==> src/rtl/demux_capture.sv <==
// Routes one input word stream to two single-entry output channels (manual select or A/B alternation).
// Latency: one cycle from accept to out_x/valid_x. Backpressure: in_ready is low when the target channel is full and its consumer is stalled.
// Reset is asynchronous and active-high; buffered words and counters are discarded.
module demux_capture #(
    parameter int WIDTH = 3
) (
    input  logic             clk,
    input  logic             rst,
    input  logic [WIDTH-1:0] in_data,
    input  logic             in_sel,
    input  logic             in_valid,
    output logic             in_ready,
    input  logic             auto_mode,
    output logic             next_sel,
    output logic [WIDTH-1:0] out_a,
    output logic [WIDTH-1:0] out_b,
    output logic             valid_a,
    output logic             valid_b,
    input  logic             ready_a,
    input  logic             ready_b,
    output logic [3:0]       cnt_a,
    output logic [3:0]       cnt_b
);

    logic toggle;
    logic target;
    logic accept;
    logic load_a;
    logic load_b;
    logic drain_a;
    logic drain_b;

    always_comb begin
        target   = auto_mode ? toggle : in_sel;
        next_sel = target;
        // A slot can take a word if it is empty or is being drained this same cycle.
        in_ready = target ? (~valid_b | ready_b) : (~valid_a | ready_a);
        accept   = in_valid & in_ready;
        load_a   = accept & ~target;
        load_b   = accept & target;
        drain_a  = valid_a & ready_a;
        drain_b  = valid_b & ready_b;
    end

    always_ff @(posedge clk or posedge rst) begin
        if (rst) begin
            out_a   <= '0;
            valid_a <= 1'b0;
            cnt_a   <= 4'd0;
        end else begin
            if (load_a) begin
                out_a   <= in_data;
                valid_a <= 1'b1;
                if (cnt_a != 4'd15) cnt_a <= cnt_a + 4'd1;
            end else if (drain_a) begin
                valid_a <= 1'b0;
            end
        end
    end

    always_ff @(posedge clk or posedge rst) begin
        if (rst) begin
            out_b   <= '0;
            valid_b <= 1'b0;
            cnt_b   <= 4'd0;
        end else begin
            if (load_b) begin
                out_b   <= in_data;
                valid_b <= 1'b1;
                if (cnt_b != 4'd15) cnt_b <= cnt_b + 4'd1;
            end else if (drain_b) begin
                valid_b <= 1'b0;
            end
        end
    end

    // Cleared whenever auto mode is off so every auto sequence begins at channel A.
    always_ff @(posedge clk or posedge rst) begin
        if (rst)             toggle <= 1'b0;
        else if (!auto_mode) toggle <= 1'b0;
        else if (accept)     toggle <= ~toggle;
    end

endmodule

==> config.mk <==
export PLATFORM = sky130hd
export DESIGN_NAME = demux_capture
export DESIGN_NICKNAME = d
export VERILOG_FILES = /design/src/rtl/demux_capture.sv
export SDC_FILE = /design/constraint.sdc
export NUM_CORES = 1
export LEC_CHECK = 0
export BUFFER_PORTS_ARGS = -buffer_cell sky130_fd_sc_hd__buf_2
export CAP_MARGIN = 20
export CELL_PAD_IN_SITES_DETAIL_PLACEMENT = 1
export CELL_PAD_IN_SITES_GLOBAL_PLACEMENT = 2
export CORE_MARGIN = 5
export CORE_UTILIZATION = 32
export CTS_CLUSTER_SIZE = 30
export DETAILED_ROUTE_END_ITERATION = 8
export PLACE_DENSITY_LB_ADDON = 0.1
export SLEW_MARGIN = 20
export SYNTH_ARGS = -nofsm -noshare
export SYNTH_HDL_FRONTEND = slang
export SYNTH_SLANG_ARGS = --single-unit
==> constraint.sdc <==
create_clock -name clk -period 3.7 [get_ports clk]
set_clock_uncertainty 0.1 [all_clocks]
set_input_delay 0.37 -clock clk [delete_from_list [all_inputs] [get_ports clk]]
set_output_delay 0.37 -clock clk [all_outputs]
set_load 0.02 [all_outputs]
* Word level (Yosys, flattened, before mapping) *
Cells that the tools add are included.
W data, S select, Z words.

storage, ports and cells
  register bits = 17
  bits of input ports = 10
  output and inout port bits = 18
  word-level logic and storage cells = 35

cells by class
  $add $sub $neg = 2
  equal/unequal tests = 3
  mux-type cells = 8
  bitwise logic cells = 11
  reductions and logical operators = 4

operators by type and width
  kind                   count
  $add A4 B1 Y4 const B  2
  $mux W1                8
  $ne A4 B4 Y1 const B   2
  $and A1 B1 Y1          5
  $not A1 Y1             4
  $reduce_and A2 Y1      2
  $reduce_bool A2 Y1     2
  $ne A2 B1 Y1 const B   1
  $or A1 B1 Y1           2

* Depth between registers and ports, before layout *
Gate-level depths: netlist of run 1.

  word-level depth = 6
  gate-level depth with buffers = 5
  gate-level depth less buffers = 5

* Worst setup path after synthesis of run 1 *
No wires, ideal clock.

  path type = input to register
  start point = in auto_mode
  end point = reg cnt_b[3]
  setup time = 0.119 ns
  data arrival time = 1.406 ns
  required time = 3.481 ns
  slack = 2.075 ns
  stages on the path = 5
  buffers on the path = 0
  cells stage by stage = mux2i_2 inv_2 nand3_4 or4b_1 o21a_1

on the way
  word-level cells in the longest chain between the ends = 5

RTL lines
  element                          RTL line  RTL
  from (decl)                      13        input logic auto_mode,
  $mux W1 (*)                      34        target = auto_mode ? toggle : in_sel;
  named net next_sel               14        output logic next_sel,
  $mux W1                          37        in_ready = target ? (~valid_b | ready_b) : (~valid_a | ready_a);
  $and A1 B1 Y1                    38        accept = in_valid & in_ready;
  $and A1 B1 Y1 (*)                40        load_b = accept & target;
  $reduce_and A2 Y1 (no line) (*)  --
  to (signal assigned)             70        if (cnt_b != 4'd15) cnt_b <= cnt_b + 4'd1;
  to (decl)                        22        output logic [3:0] cnt_b

The timed path passes the listed nets; every way through them passes the cells marked *.
A chain may end at the register's enable or synchronous reset.

* Final worst setup path of run 1 *
  start point = reg toggle
  end point = out in_ready

on the way
  word-level cells in the longest chain between the ends = 2

RTL lines
  element                 RTL line  RTL
  from (decl)             25        logic toggle;
  from (signal assigned)  81        else if (accept) toggle <= ~toggle;
  $mux W1                 34
  $mux W1                 37
  to (decl)               12        output logic in_ready,

Every way passes these cells.

==> metrics, run 1 <==
Multi-input gate area=roughly 340 um^2; # Post-CTS Setup Buffers=0; # IOs=28; CTS Buf Count=3; top cells by area, synth=dfrtp_1 (55%), mux2_2 (12%), nor2_1 (3.4%), ha_1 (3.2%), a31o_2 (2.3%); Via-to-Cell Ratio=roughly 4.8; FF+latch count, synth=17; die width=around 60 um; core footprint=between 0.002 and 0.0025 mm^2; max-cap violations=0; Worst path slowest cell=dfrtp_1; P_leak=0.474 nW; reg2reg setup slack=2.00 ns; Area Growth Syn to Fin=25.6%; # clock sinks=17; vias in the first global route=around 600; hold_ws=approximately 0.042 ns; sequential cell area=425 um^2; initial antenna violation count=0; Yosys cell types=23; final worst slack=1.88 ns; Syn Std Cell Area=773 um^2; largest area contributor in the netlist=dfrtp_1; drt total wl=1640 um; row count=17; outcome=finished, final reports clean; fillers=approximately 260; H-tree Lvls=1; hold buffers post-CTS=0; design area=971 um^2; WL/cell=~14 um; Hold Fails Final Rpt=0; pre-CTS WS=around 1.8 ns; DRC Markers=0; HP Class=input pin to async pin; post-synth top area share=55.0%; Die ar.=0.00350 mm^2; worst reg2reg startpoint=toggle; Starting Density=approximately a third; fin nets=105; DRT iter0 DRCs=1; startpoint types=flip-flop; detailed placement HPWL=1290 um; Global Route Usage Sum=10.3%; vias post-DR=571; synthesized net count=73; CTS max path bufs=2; largest fanout on the critical path=4; Mapped Cells=61; Setup violations, final=0; Worst Path Buf+Inv=2; largest net degree at the start of global routing=18; GRT overflow=0; first-pass GRT wire length=~2600 um; crit-path leading delay family=flip-flops; root buffer cell=clkbuf_4; CTS tree=done; crit-path cells=mux2i_2, inv_2, nor2_1, nor2_1, buf_2; VDD IR-drop max=~370 uV; Yosys warning count=0; ANT cells=0; crit-path max cell delay=0.41 ns; Slew @ Worst Pin=0.619 ns; Max Clk Rate=~550 MHz; CP Class=flip-flop to primary output; port bufs=27; Slew HR=roughly 60%; Power per Cell Area=749 mW/mm^2; RSZ-0062 raised after global routing=no; register area share after synthesis=55.0%; Routed Antenna Nets=0; final worst-path cycle share=49.2%; placed cell areas=943 um^2; first-pass detailed-route iteration total=3; layout cells sized above 1=51.1%; CP arrival=1.35 ns; Mean Syn Cell Area=12.7 um^2; Setup crit end kind=primary output; fin crit period=approximately 1.8 ns; Setup TNS Final=0 ns; Placer Congestion=0.700; Worst-Skew Late Latency=~0.29 ns; Slew Limit Fails=0; worst reg-to-reg path cell count=4; r2r endpoint=cnt_a[1]; most used cell, CP=nor2_1; CTS clock-pin slew for the worst setup and hold paths=0.10 ns; post-route total power=727 uW; Required @ worst endpoint=~3.2 ns; Post-CTS Resized=0; Die H=59.2 um
## report_power, final
| part | internal, mW | leakage, nW | switching [mW] |
|---|---|---|---|
| combinational | 0.137 | 0.255 | 0.176 |
| clock | 0.0402 | 0.0177 | 0.0582 |
| sequential | 0.253 | 0.201 | 0.0628 |
## logic make-up (layout without fill, tap and decap cells)
| kind of cell | count (synthesis) | count (layout) | share of synthesized area (%) |
|---|---|---|---|
| compound gates | 6 | 6 | 5.99 |
| mux | 11 | 11 | 16.7 |
| flops | 17 | 17 | 55.0 |
| buf+inv | 3 | 34 | 1.46 |
| xor+xnor | 2 | 2 | 2.27 |
| fa+ha+maj | 2 | 2 | 3.24 |
| simple gates | 20 | 20 | 15.4 |
## layout make-up
cell class | count | share of cell area, %
Clock buffer | 3 | 2.32
Clock inverter | 1 | 0.515
Inverter | 3 | 1.16
Multi-Input combinational cell | 41 | 34.7
Sequential cell | 17 | 43.8
Tap cell | 28 | 3.61
Timing Repair Buffer | 27 | 13.9
## cell usage after synthesis
cell	n
dfrtp_1	17
mux2_2	8
nor2_1	7
nand2_1	3
a31o_2	2
ha_1	2
inv_1	2
nand2b_1	2
nand3_1	2
o21a_1	2
xnor2_1	2
a21oi_1	1
and3_2	1
inv_2	1
mux2_4	1
mux2i_1	1
mux2i_2	1
nand3_2	1
nand3_4	1
nand3b_1	1
nand4_1	1
o22a_1	1
or4b_1	1
## worst max-delay path by stage
stage | from | slack [ns] | end | cells after the start
3_5_place_dp | auto_mode | 1.84 | cnt_a[1] | 5
4_1_cts | toggle | 1.85 | in_ready | 5
6_report | toggle | 1.88 | in_ready | 5
2_1_floorplan | auto_mode | 2.08 | cnt_b[3] | 5
5_1_grt | toggle | 1.80 | in_ready | 5
3_3_place_gp | auto_mode | 1.88 | cnt_a[1] | 5
## through the flow
step,utilization (%),cells
floorplan,-,61
global placement,41.8,116
detailed placement,41.8,116
CTS,43.1,120
global route,43.1,120
finish,43.1,120
## state kept, by name, indices dropped and copies added, names as in the netlist
name / cells
valid_b: 1
valid_a: 1
cnt_b: 4
cnt_a: 4
out_b: 3
out_a: 3
toggle: 1
## per-layer routing
metal | wire length, um | up-vias | GRT usage (%)
met2 | 817 | 13 | 16.4
met5 | 0 | - | 0
li1 | - | 278 | -
met3 | 76 | 4 | 1.96
met4 | 36 | 0 | 6.80
met1 | 710 | 276 | 12.5
## layout by cell type (no fill, tap or decap)
| master | synthesis | final |
|---|---|---|
| a21oi_1 | 1 | 1 |
| a31o_2 | 2 | 2 |
| and3_2 | 1 | 1 |
| buf_2 | 0 | 27 |
| clkbuf_4 | 0 | 3 |
| clkinv_2 | 0 | 1 |
| dfrtp_1 | 17 | 17 |
| ha_1 | 2 | 2 |
| inv_1 | 2 | 2 |
| inv_2 | 1 | 1 |
| mux2_2 | 8 | 8 |
| mux2_4 | 1 | 1 |
| mux2i_1 | 1 | 1 |
| mux2i_2 | 1 | 1 |
| nand2_1 | 3 | 3 |
| nand2b_1 | 2 | 2 |
| nand3_1 | 2 | 2 |
| nand3_2 | 1 | 1 |
| nand3_4 | 1 | 1 |
| nand3b_1 | 1 | 1 |
| nand4_1 | 1 | 1 |
| nor2_1 | 7 | 7 |
| o21a_1 | 2 | 2 |
| o22a_1 | 1 | 1 |
| or4b_1 | 1 | 1 |
| xnor2_1 | 2 | 2 |
Note: power is estimated with default switching activity, not from simulation.
==> inputs of run 2 (changes only) <==
- ABC_AREA: unset -> 1
- CORE_UTILIZATION: 32 -> 28
- clock period: 3.7 -> 1.88 ns (I/O delays scaled with it)
==> metrics, run 2 <==
outcome=finished, final reports clean; first-pass GRT wire length=3450 um; Required @ worst endpoint=roughly 1.6 ns; Power per Cell Area=1180 mW/mm^2; Post-CTS Resized=0; Slew Limit Fails=0; Net Sw Frac=a little over two fifths; CP Class=flip-flop to primary output; worst reg-to-reg path cell count=5; P_int=between 700 and 800 uW; design area=~0.0011 mm^2; CTS max path bufs=2; Via-to-Cell Ratio=4.39; Routed Antenna Nets=0; Starting Density=around 29%; Slew HR=54.7%; Setup TNS Final=0 ns; synthesized net count=109; Post-synth top flop=dfrtp_1; ANT cells=0; leading cell type in the layout, fill and taps excluded=nand2_1; top cells by area, synth=dfrtp_1 (49%), nand2_1 (12%), nand3_1 (7.4%), inv_1 (4.3%), o21ai_2 (4.0%); Mean Syn Cell Area=roughly 9.0 um^2; Placer Congestion=0.734; met3 GRT Util=2.89%; Worst-Skew Late Latency=0.30 ns; CP arrival=between 1 and 1.5 ns; pre-CTS WS=roughly 0.6 ns; # IOs=28; worst reg2reg startpoint=cnt_a[0]; Comb power frac=about two fifths; startpoint types=flip-flop; post-synth top area share=48.5%; HP Class=input pin to flip-flop; Psw=~560 uW; most used cell, CP=inv_1; Mapped Cells=97; H-tree Lvls=1; max-cap violations=0; root buffer cell=clkbuf_4; largest area contributor in the netlist=dfrtp_1; reg2reg setup slack=between 0.5 and 0.6 ns; Setup violations, final=0; RSZ-0062 raised after global routing=no; # clock sinks=17; post-route total power=1.31 mW; P_leak=a little over 0.6 nW; commonest cells after routing, fill and taps aside=nand2_1 (28), buf_2 (27), dfrtp_1 (17), nand3_1 (13), inv_1 (10); vias post-DR=759; # Post-CTS Setup Buffers=0; DRT iter0 DRCs=25; Seq pwr share=around 44%; most numerous cell in the Yosys netlist=nand2_1; crit-path cells=inv_1, nor2_1, inv_1, nand2_4, nand2_1, buf_2; Area Growth Syn to Fin=26.2%; Max Clk Rate=about 630 MHz; WL/cell=around 11 um; DRC Markers=0; die width=around 66 um; final worst-path cycle share=84.0%; Die H=66.0 um; CTS clock-pin slew for the worst setup and hold paths=0.12 ns; VDD IR-drop max=519 uV; hold buffers post-CTS=1; r2r endpoint=cnt_a[0]; Slew @ Worst Pin=0.679 ns; post-synthesis async set-or-reset flop share=100%; met2 GRT Util=17.4%; Hold Fails Final Rpt=0; register area share after synthesis=~49%; detailed placement HPWL=1550 um; Die ar.=0.00435 mm^2; Post-synth EDFFs=0; port bufs=27; HP Start=in_data[0]; biggest regs=cnt_a: 4 flops, cnt_b: 4 flops; layout cells sized above 1=36.4%; busiest layer in global routing=met2; largest fanout on the critical path=2; first-pass detailed-route iteration total=4; Yosys warning count=0; Setup crit end kind=primary output; crit-path max cell delay=0.37 ns; CTS Buf Count=3; FF+latch count, synth=17; synth cell count leaders=nand2_1 (28), dfrtp_1 (17), nand3_1 (13), inv_1 (10), o21ai_2 (4); initial antenna violation count=0; hold_ws=0.0454 ns; Hold Path Stages=3; Worst Setup SP=valid_b; drt total wl=1990 um; met1 Usage GRT=a little under an eighth; vias in the first global route=781; core footprint=~0.0030 mm^2; Syn Std Cell Area=around 880 um^2; Yosys cell types=19; hold path endpoint=out_b[0]; final worst slack=0.302 ns; GRT overflow=0; row count=20; fin nets=around 140; CTS tree=done; largest net degree at the start of global routing=18; proportion of power drawn by the clock network=16.4%; fin crit period=1.58 ns; placed cell areas=approximately 0.0011 mm^2; Global Route Usage Sum=10.2%; Worst path slowest cell=dfrtp_1
==> run 2: cell types whose count changed after synthesis, sizes merged, moves of 3 or more <==
cell / delta
inv: +10
o21ai: +6
mux2: -9
nor2: -3
nand2: +31
nand3: +10
==> run 2: critical path, delay by kind of cell (launching register included) <==
kind          cells  cell delay (ns)
flops             1             0.37
buf+inv           3             0.31
simple gates      3             0.31
==> run 2: how the worst max path moves through the flow <==
stage               end  slack, ns  cells after the start
6_report       in_ready       0.30                      6
5_1_grt        in_ready       0.17                      6
4_1_cts        in_ready       0.28                      6
3_5_place_dp   cnt_b[3]       0.59                      5
3_3_place_gp   cnt_a[1]       0.60                      5
2_1_floorplan    toggle       0.58                      7
==> run 2: routing by layer <==
| metal | share of wire (%) | up-vias |
|---|---|---|
| li1 | - | 374 |
| met1 | 43 | 367 |
| met2 | 51 | 16 |
| met3 | 4.9 | 2 |
| met4 | 0.75 | 0 |
| met5 | 0 | - |
==> run 2: final cells by class <==
type | count | area (um^2)
repair buffers | 28 | 145
fillers | 363 | 1920
clock inverters | 1 | 7.51
flip-flops and latches | 17 | 425
clock buffers | 3 | 22.5
multi-input cells | 67 | 398
inverters | 13 | 53.8
well taps | 44 | 55.1
==> run 2: power groups by stage <==
stage / sequential (mW) / combinational, mW / clock [mW]
CTS: 0.574 / 0.537 / 0.228
detailed placement: 0.581 / 0.534 / 0
floorplan: 0.696 / 0.235 / 0
global route: 0.593 / 0.586 / 0.240
finish: 0.572 / 0.523 / 0.214
global placement: 0.576 / 0.527 / 0
==> run 2: kinds of logic after synthesis <==
group / after synthesis / share of synthesized area [%]
buf+inv: 13 / 6.13
fa+ha+maj: 2 / 2.85
flops: 17 / 48.5
simple gates: 55 / 33.4
compound gates: 6 / 5.14
xor+xnor: 4 / 4.00
==> run 2: per-stage QoR <==
step | instances | util [%]
6_report | 173 | 36.6
5_1_grt | 173 | 36.6
4_1_cts | 173 | 36.6
3_5_place_dp | 168 | 35.2
3_3_place_gp | 168 | 35.2
2_1_floorplan | 97 | -
